<file path="src/rtl/exe_mem_stage_reg_if.sv">
// exe_mem_stage_reg_if: EXE->MEM stage bus (control, stall/flush, datapath, NZCV)
interface exe_mem_stage_reg_if;
    logic        freeze;
    logic        flush;
    logic        valid_in;
    logic        wb_en_in;
    logic        mem_r_en_in;
    logic        mem_w_en_in;
    logic        s_in;
    logic [3:0]  dest_in;
    logic [31:0] alu_result_in;
    logic [31:0] val_rm_in;
    logic [3:0]  status_in;
    logic        valid_out;
    logic        wb_en_out;
    logic        mem_r_en_out;
    logic        mem_w_en_out;
    logic [3:0]  dest_out;
    logic [31:0] alu_result_out;
    logic [31:0] val_rm_out;
    logic [3:0]  status_out;
    logic        fwd_valid;

    modport master (
        output freeze, flush, valid_in, wb_en_in, mem_r_en_in, mem_w_en_in, s_in,
               dest_in, alu_result_in, val_rm_in, status_in,
        input  valid_out, wb_en_out, mem_r_en_out, mem_w_en_out, dest_out,
               alu_result_out, val_rm_out, status_out, fwd_valid
    );

    modport slave (
        input  freeze, flush, valid_in, wb_en_in, mem_r_en_in, mem_w_en_in, s_in,
               dest_in, alu_result_in, val_rm_in, status_in,
        output valid_out, wb_en_out, mem_r_en_out, mem_w_en_out, dest_out,
               alu_result_out, val_rm_out, status_out, fwd_valid
    );
endinterface

</file>
<file path="src/rtl/exe_mem_stage_reg.sv">
// exe_mem_stage_reg: EXE->MEM pipeline register with freeze, flush retention and NZCV (EXE_STATUS_REG_EN)
module exe_mem_stage_reg (
    input logic clk,
    input logic rst_n,
    exe_mem_stage_reg_if.slave bus
);
    logic        flush_pending;
    logic        squash;
    logic        valid_q;
    logic        wb_q;
    logic        mr_q;
    logic        mw_q;
    logic [3:0]  dest_q;
    logic [31:0] res_q;
    logic [31:0] rm_q;

    assign squash = bus.flush | flush_pending;

    // Pipeline register: hold on freeze (remembering one flush), squash control on flush
    always_ff @(posedge clk or negedge rst_n) begin
        if (!rst_n) begin
            flush_pending <= 1'b0;
            valid_q       <= 1'b0;
            wb_q          <= 1'b0;
            mr_q          <= 1'b0;
            mw_q          <= 1'b0;
            dest_q        <= 4'd0;
            res_q         <= 32'd0;
            rm_q          <= 32'd0;
        end else if (bus.freeze) begin
            if (bus.flush) flush_pending <= 1'b1;
        end else if (squash) begin
            flush_pending <= 1'b0;
            valid_q       <= 1'b0;
            wb_q          <= 1'b0;
            mr_q          <= 1'b0;
            mw_q          <= 1'b0;
        end else begin
            valid_q <= bus.valid_in;
            wb_q    <= bus.wb_en_in;
            mr_q    <= bus.mem_r_en_in;
            mw_q    <= bus.mem_w_en_in;
            dest_q  <= bus.dest_in;
            res_q   <= bus.alu_result_in;
            rm_q    <= bus.val_rm_in;
        end
    end

`ifdef EXE_STATUS_REG_EN
    logic [3:0] status_q;

    // NZCV updates only for a real, unsquashed, flag-setting instruction on an advance edge
    always_ff @(posedge clk or negedge rst_n) begin
        if (!rst_n) status_q <= 4'd0;
        else if (!bus.freeze && !squash && bus.valid_in && bus.s_in) status_q <= bus.status_in;
    end

    assign bus.status_out = status_q;
`else
    logic unused_status;
    assign unused_status  = ^{bus.s_in, bus.status_in};
    assign bus.status_out = 4'd0;
`endif

    assign bus.valid_out      = valid_q;
    assign bus.wb_en_out      = wb_q;
    assign bus.mem_r_en_out   = mr_q;
    assign bus.mem_w_en_out   = mw_q;
    assign bus.dest_out       = dest_q;
    assign bus.alu_result_out = res_q;
    assign bus.val_rm_out     = rm_q;
    assign bus.fwd_valid      = valid_q & wb_q & ~mr_q;
endmodule

</file>
<file path="src/flat_wrapper.sv">
// flat-port wrapper written by rule: the top's interface ports become plain ports
module exe_mem_stage_reg_flat 
  (clk, rst_n, bus_freeze, bus_flush, bus_valid_in, bus_wb_en_in, bus_mem_r_en_in, bus_mem_w_en_in, bus_s_in, bus_dest_in, bus_alu_result_in, bus_val_rm_in, bus_status_in, bus_valid_out, bus_wb_en_out, bus_mem_r_en_out, bus_mem_w_en_out, bus_dest_out, bus_alu_result_out, bus_val_rm_out, bus_status_out, bus_fwd_valid);
  exe_mem_stage_reg_if bus_i ();
  input logic clk;
  input logic rst_n;
  input wire logic [$bits(bus_i.freeze)-1:0] bus_freeze;
  input wire logic [$bits(bus_i.flush)-1:0] bus_flush;
  input wire logic [$bits(bus_i.valid_in)-1:0] bus_valid_in;
  input wire logic [$bits(bus_i.wb_en_in)-1:0] bus_wb_en_in;
  input wire logic [$bits(bus_i.mem_r_en_in)-1:0] bus_mem_r_en_in;
  input wire logic [$bits(bus_i.mem_w_en_in)-1:0] bus_mem_w_en_in;
  input wire logic [$bits(bus_i.s_in)-1:0] bus_s_in;
  input wire logic [$bits(bus_i.dest_in)-1:0] bus_dest_in;
  input wire logic [$bits(bus_i.alu_result_in)-1:0] bus_alu_result_in;
  input wire logic [$bits(bus_i.val_rm_in)-1:0] bus_val_rm_in;
  input wire logic [$bits(bus_i.status_in)-1:0] bus_status_in;
  output wire logic [$bits(bus_i.valid_out)-1:0] bus_valid_out;
  output wire logic [$bits(bus_i.wb_en_out)-1:0] bus_wb_en_out;
  output wire logic [$bits(bus_i.mem_r_en_out)-1:0] bus_mem_r_en_out;
  output wire logic [$bits(bus_i.mem_w_en_out)-1:0] bus_mem_w_en_out;
  output wire logic [$bits(bus_i.dest_out)-1:0] bus_dest_out;
  output wire logic [$bits(bus_i.alu_result_out)-1:0] bus_alu_result_out;
  output wire logic [$bits(bus_i.val_rm_out)-1:0] bus_val_rm_out;
  output wire logic [$bits(bus_i.status_out)-1:0] bus_status_out;
  output wire logic [$bits(bus_i.fwd_valid)-1:0] bus_fwd_valid;
  assign bus_i.freeze = bus_freeze;
  assign bus_i.flush = bus_flush;
  assign bus_i.valid_in = bus_valid_in;
  assign bus_i.wb_en_in = bus_wb_en_in;
  assign bus_i.mem_r_en_in = bus_mem_r_en_in;
  assign bus_i.mem_w_en_in = bus_mem_w_en_in;
  assign bus_i.s_in = bus_s_in;
  assign bus_i.dest_in = bus_dest_in;
  assign bus_i.alu_result_in = bus_alu_result_in;
  assign bus_i.val_rm_in = bus_val_rm_in;
  assign bus_i.status_in = bus_status_in;
  assign bus_valid_out = bus_i.valid_out;
  assign bus_wb_en_out = bus_i.wb_en_out;
  assign bus_mem_r_en_out = bus_i.mem_r_en_out;
  assign bus_mem_w_en_out = bus_i.mem_w_en_out;
  assign bus_dest_out = bus_i.dest_out;
  assign bus_alu_result_out = bus_i.alu_result_out;
  assign bus_val_rm_out = bus_i.val_rm_out;
  assign bus_status_out = bus_i.status_out;
  assign bus_fwd_valid = bus_i.fwd_valid;
  exe_mem_stage_reg u_core (.clk(clk), .rst_n(rst_n), .bus(bus_i));
endmodule
</file>
<file path="config.mk">
export PLATFORM = sky130hd
export DESIGN_NAME = exe_mem_stage_reg_flat
export DESIGN_NICKNAME = d
export VERILOG_FILES = /design/src/rtl/exe_mem_stage_reg_if.sv /design/src/rtl/exe_mem_stage_reg.sv /design/src/flat_wrapper.sv
export SDC_FILE = /design/constraint.sdc
export NUM_CORES = 1
export LEC_CHECK = 0
export ABC_AREA = 1
export BUFFER_PORTS_ARGS = -buffer_cell sky130_fd_sc_hd__buf_2
export CORE_ASPECT_RATIO = 0.5
export CORE_MARGIN = 3
export CORE_UTILIZATION = 40
export DETAILED_ROUTE_END_ITERATION = 8
export GPL_ROUTABILITY_DRIVEN = 0
export GPL_TIMING_DRIVEN = 0
export PLACE_DENSITY = 0.73
export SKIP_LAST_GASP = 1
export SYNTH_ARGS = -nofsm -noshare
export SYNTH_HDL_FRONTEND = slang
export SYNTH_SLANG_ARGS = --single-unit
</file>
<file path="constraint.sdc">
create_clock -name clk -period 1.9 [get_ports clk]
set_input_delay 0.285 -clock clk [delete_from_list [all_inputs] [get_ports clk]]
set_output_delay 0.285 -clock clk [all_outputs]
set_load 0.02 [all_outputs]
</file>
* After elaboration in Yosys (flattened, before gate mapping) *
Cells that the tools add are included.

word-level totals
  register bits = 73
  input bits = 81
  logic and storage cells = 25

cells by class
  equal/unequal tests = 1
  mux-type cells = 7
  bitwise operators = 6
  reductions and logical operators = 3

operators by type and width
  cell                number
  $mux 1              7
  $reduce_and 2->1    2
  $not 1->1           3
  $and 1x1->1         2
  $ne 2x1->1 const B  1
  $reduce_bool 2->1   1
  $or 1x1->1          1

* Longest topological paths before layout *
  depth in word-level cells = 3
  gate-level depth with buffers = 6
  gate-level depth less buffers = 4

* Worst setup path after synthesis *
No wires, ideal clock.

  path kind = reg2out
  from = register u_core.valid_q (netlist: u_core.bus.valid_out)
  to = output bus_fwd_valid
  arrival = 811 ps
  data required time = 1615 ps
  setup slack = 804 ps
  cell stages (with the launch flop) = 3
  path through = dfrtp_1 -> nand2_1 -> nor2_1

between the ends
  word-level cells in the longest chain between the ends = 2

ends and longest elaborated chain
  element                    RTL line                 RTL
  start, declared            exe_mem_stage_reg.sv:9   logic valid_q;
  start signal, assigned     exe_mem_stage_reg.sv:39  valid_q <= bus.valid_in;
  $and 1x1->1 (2 in series)  exe_mem_stage_reg.sv:72  assign bus.fwd_valid = valid_q & wb_q & ~mr_q;
  end, declared              flat_wrapper.sv:26       output wire logic [$bits(bus_i.fwd_valid)-1:0] bus_fwd_valid;

No other way between the ends.

* Final worst setup path *
  from = register u_core.wb_q (netlist: u_core.bus.wb_en_out)
  to = output bus_fwd_valid

between the ends
  word-level cells in the longest chain between the ends = 2

ends and longest elaborated chain
  element                    RTL line                 RTL
  start, declared            exe_mem_stage_reg.sv:10  logic wb_q;
  start signal, assigned     exe_mem_stage_reg.sv:40  wb_q <= bus.wb_en_in;
  $and 1x1->1 (2 in series)  exe_mem_stage_reg.sv:72

No other way between the ends.

==> impl_results.md <==
- Worst skew pair latency: 0.32 ns
- Num CTS Buffers: 9
- Achievable Freq: 0.795 GHz
- Gr ovfl total: 0
- CTS root buffer: clkbuf_16
- DRC errors left: 0
- Site Rows: 21
- Area of the core: slightly below 7000 µm²
- # placed instances: 567
- Initial Util: 0.425
- Met1 Usage GRT: 0.233
- P_sw: 1.37 mW
- Final nets: 568
- CP Capture Type: primary output
- Routing usage on met3: 0.0456
- Pre-antenna DRT Iters: 4
- PD cells: between 1000 and 1500 nW/µm²
- Slowest cell on crit path: dfrtp_1
- GRT met2 Usage: 0.301
- Slowest stage delay, CP: about 0.36 ns
- Die Height: ~67 µm
- Total chip power: 4.48 mW
- H-tree depth: 3
- CP required: 1.62 ns
- Number of synthesized register bits: 73
- First-pass GRT wire length: 12100 µm
- Reg power frac: 0.428
- Worst hold margin: 0.193 ns
- Final period util: 0.662
- Starting DRT DRC Count: 147
- Hold Startpoint: bus_alu_result_in[9]
- CTS max path bufs: 2
- Die Width: between 100 and 150 µm
- Setup crit start: u_core.bus.wb_en_out
- GRT Total Usage: 0.181
- Sequential cell area fraction in the yosys report: 0.621
- CTS tree: yes
- Post-CTS setup buffer count: 0
- Layout cells sized above 1: 0.392
- Die ar.: 8480 µm²
- CP Class: flip-flop to primary output
- Worst min-delay path category: primary input to flip-flop
- Final clock skew: between 0.003 and 0.004 ns
- Vias in the first global route: 2453
- R2R Setup Slk: around 0.76 ns
- Fin cells: roughly 600
- Run status: complete, no violations
- Vias per cell: 4.56
- Initial antenna violation count: 0
- Dpl hpwl: 5560 µm
- Clock sink count: 73
- Arrival time at the worst endpoint: 0.97 ns
- Sw Ratio: 0.306
- RSZ-0062 raised after global routing: no
- Post-synth cell types: 11
- P_int: 3.11 mW
- TNS Setup: 0 ns
- Area Growth Syn to Fin: 40.2%
- Via count: 2665
- GR peak layer: met2
- FF-to-FF Start: u_core.flush_pending
- Final setup vio count: 0
- Post-Syn Area: 2940 µm²
- Fin crit period: roughly 1.3 ns
- Final Max Tran Viols: 0
- Pin count of the biggest net entering global routing: 57
- CP Launch Type: flip-flop
- CP max FO: 3
- Leakage: 2.45 nW
- Peak VDD IR: 0.548 mV
- WL final: 7480 µm
- Clock network fraction of design power: 0.341
- Fin. Hold Viols: 0
- Port Buf Inserts: 148
- Combinational share of power: 0.231
- Maximum capacitance violations: 0
- Cells along the critical path: nand2_1 -> nor2_1 -> buf_2
- I/O pin count: 158
- Diode count: 0
- Routed WL per cell: between 10 and 15 µm
- Post-DRT Antenna Nets: 0
- Avg Inst Size Synth: 9.10 µm²
- Syn. warnings: 0
- Syn Inst Count: 323
- CTS clk-pin slew, worst paths: 0.05 ns
flip-flops by register name (all words and copies together), names as in the netlist:
signal / flops
u_core.bus.alu_result_out: 32
u_core.bus.dest_out: 4
u_core.bus.mem_r_en_out: 1
u_core.bus.mem_w_en_out: 1
u_core.bus.val_rm_out: 32
u_core.bus.valid_out: 1
u_core.bus.wb_en_out: 1
u_core.flush_pending: 1
worst max-delay path: cells and delay by family (launching register included):
kind | cells | cell delay, ns
DFF | 1 | 0.36
and+or+nand+nor | 2 | 0.12
buffers and inverters | 1 | 0.16
cells in the mapped netlist, drive strengths merged:
master,count,share of area
conb,1,0.0013
dfrtp,73,0.62
nand2,146,0.19
nand3,72,0.12
nor2,3,0.0047
inv,1,0.0013
buf,27,0.062
path summary, 6_finish.rpt:
check,depth (start not counted),end
worst max-delay path,3,bus_fwd_valid
worst min-delay path,3,u_core.bus.alu_result_out[9]
worst max register to register,5,u_core.bus.alu_result_out[15]
worst min register to register,2,u_core.bus.alu_result_out[6]
max in group asynchronous,3,u_core.bus.val_rm_out[5]
min in group asynchronous,2,u_core.bus.alu_result_out[15]
kinds of logic (layout without fill, tap and decap cells):
family                 count (synthesis)  in the layout  synth area share
buffers and inverters                 28            194            0.0630
flip-flops                            73             73             0.621
AND/OR/NAND/NOR                      221            221             0.314
other                                  1              4           0.00128
layout make-up:
cell class,instances,area (µm²)
buffer,27,181
timing repair buffer,150,781
clock inverter,3,15.0
tap,92,115
clock buffer,13,260
inverter,1,3.75
sequential,73,1830
fill,660,2790
multi-input combinational,225,940
cell usage in the layout, fill, tap and decap left out, drive strengths merged:
master,instances
nand3,72
buf,176
nor2,3
nand2,146
conb,4
clkinv,3
dfrtp,73
clkbuf,13
dlygate4sd3,1
inv,1
repair_timing:
item / in CTS / in global routing
endpoints found under the hold margin: 17 / 0
hold buffers: 1 / 0
resized for setup: 0 / 0
layer usage:
| layer | vias up | share of wire |
|---|---|---|
| met5 | - | 0 |
| met1 | 1238 | 0.43 |
| met2 | 64 | 0.50 |
| met4 | 0 | 0.013 |
| met3 | 10 | 0.049 |
| li1 | 1353 | - |
stage by stage:
stage	cell area, µm²	setup WS (ns)	util
after floorplan	2950	0.804	-
after global placement	3810	0.112	0.551
after detailed placement	3840	0.700	0.555
after CTS	4120	0.626	0.597
after global routing	4120	0.558	0.597
final	4120	0.643	0.597
power by group through the flow:
stage,logic (mW),registers (mW),clock network (mW)
floorplan,0.290,2.25,0
global placement,1.03,1.93,0
detailed placement,1.05,1.94,0
CTS,1.05,1.92,1.57
global route,1.14,1.95,1.62
finish,1.03,1.92,1.53
Note: power is estimated with default switching activity, not from simulation.
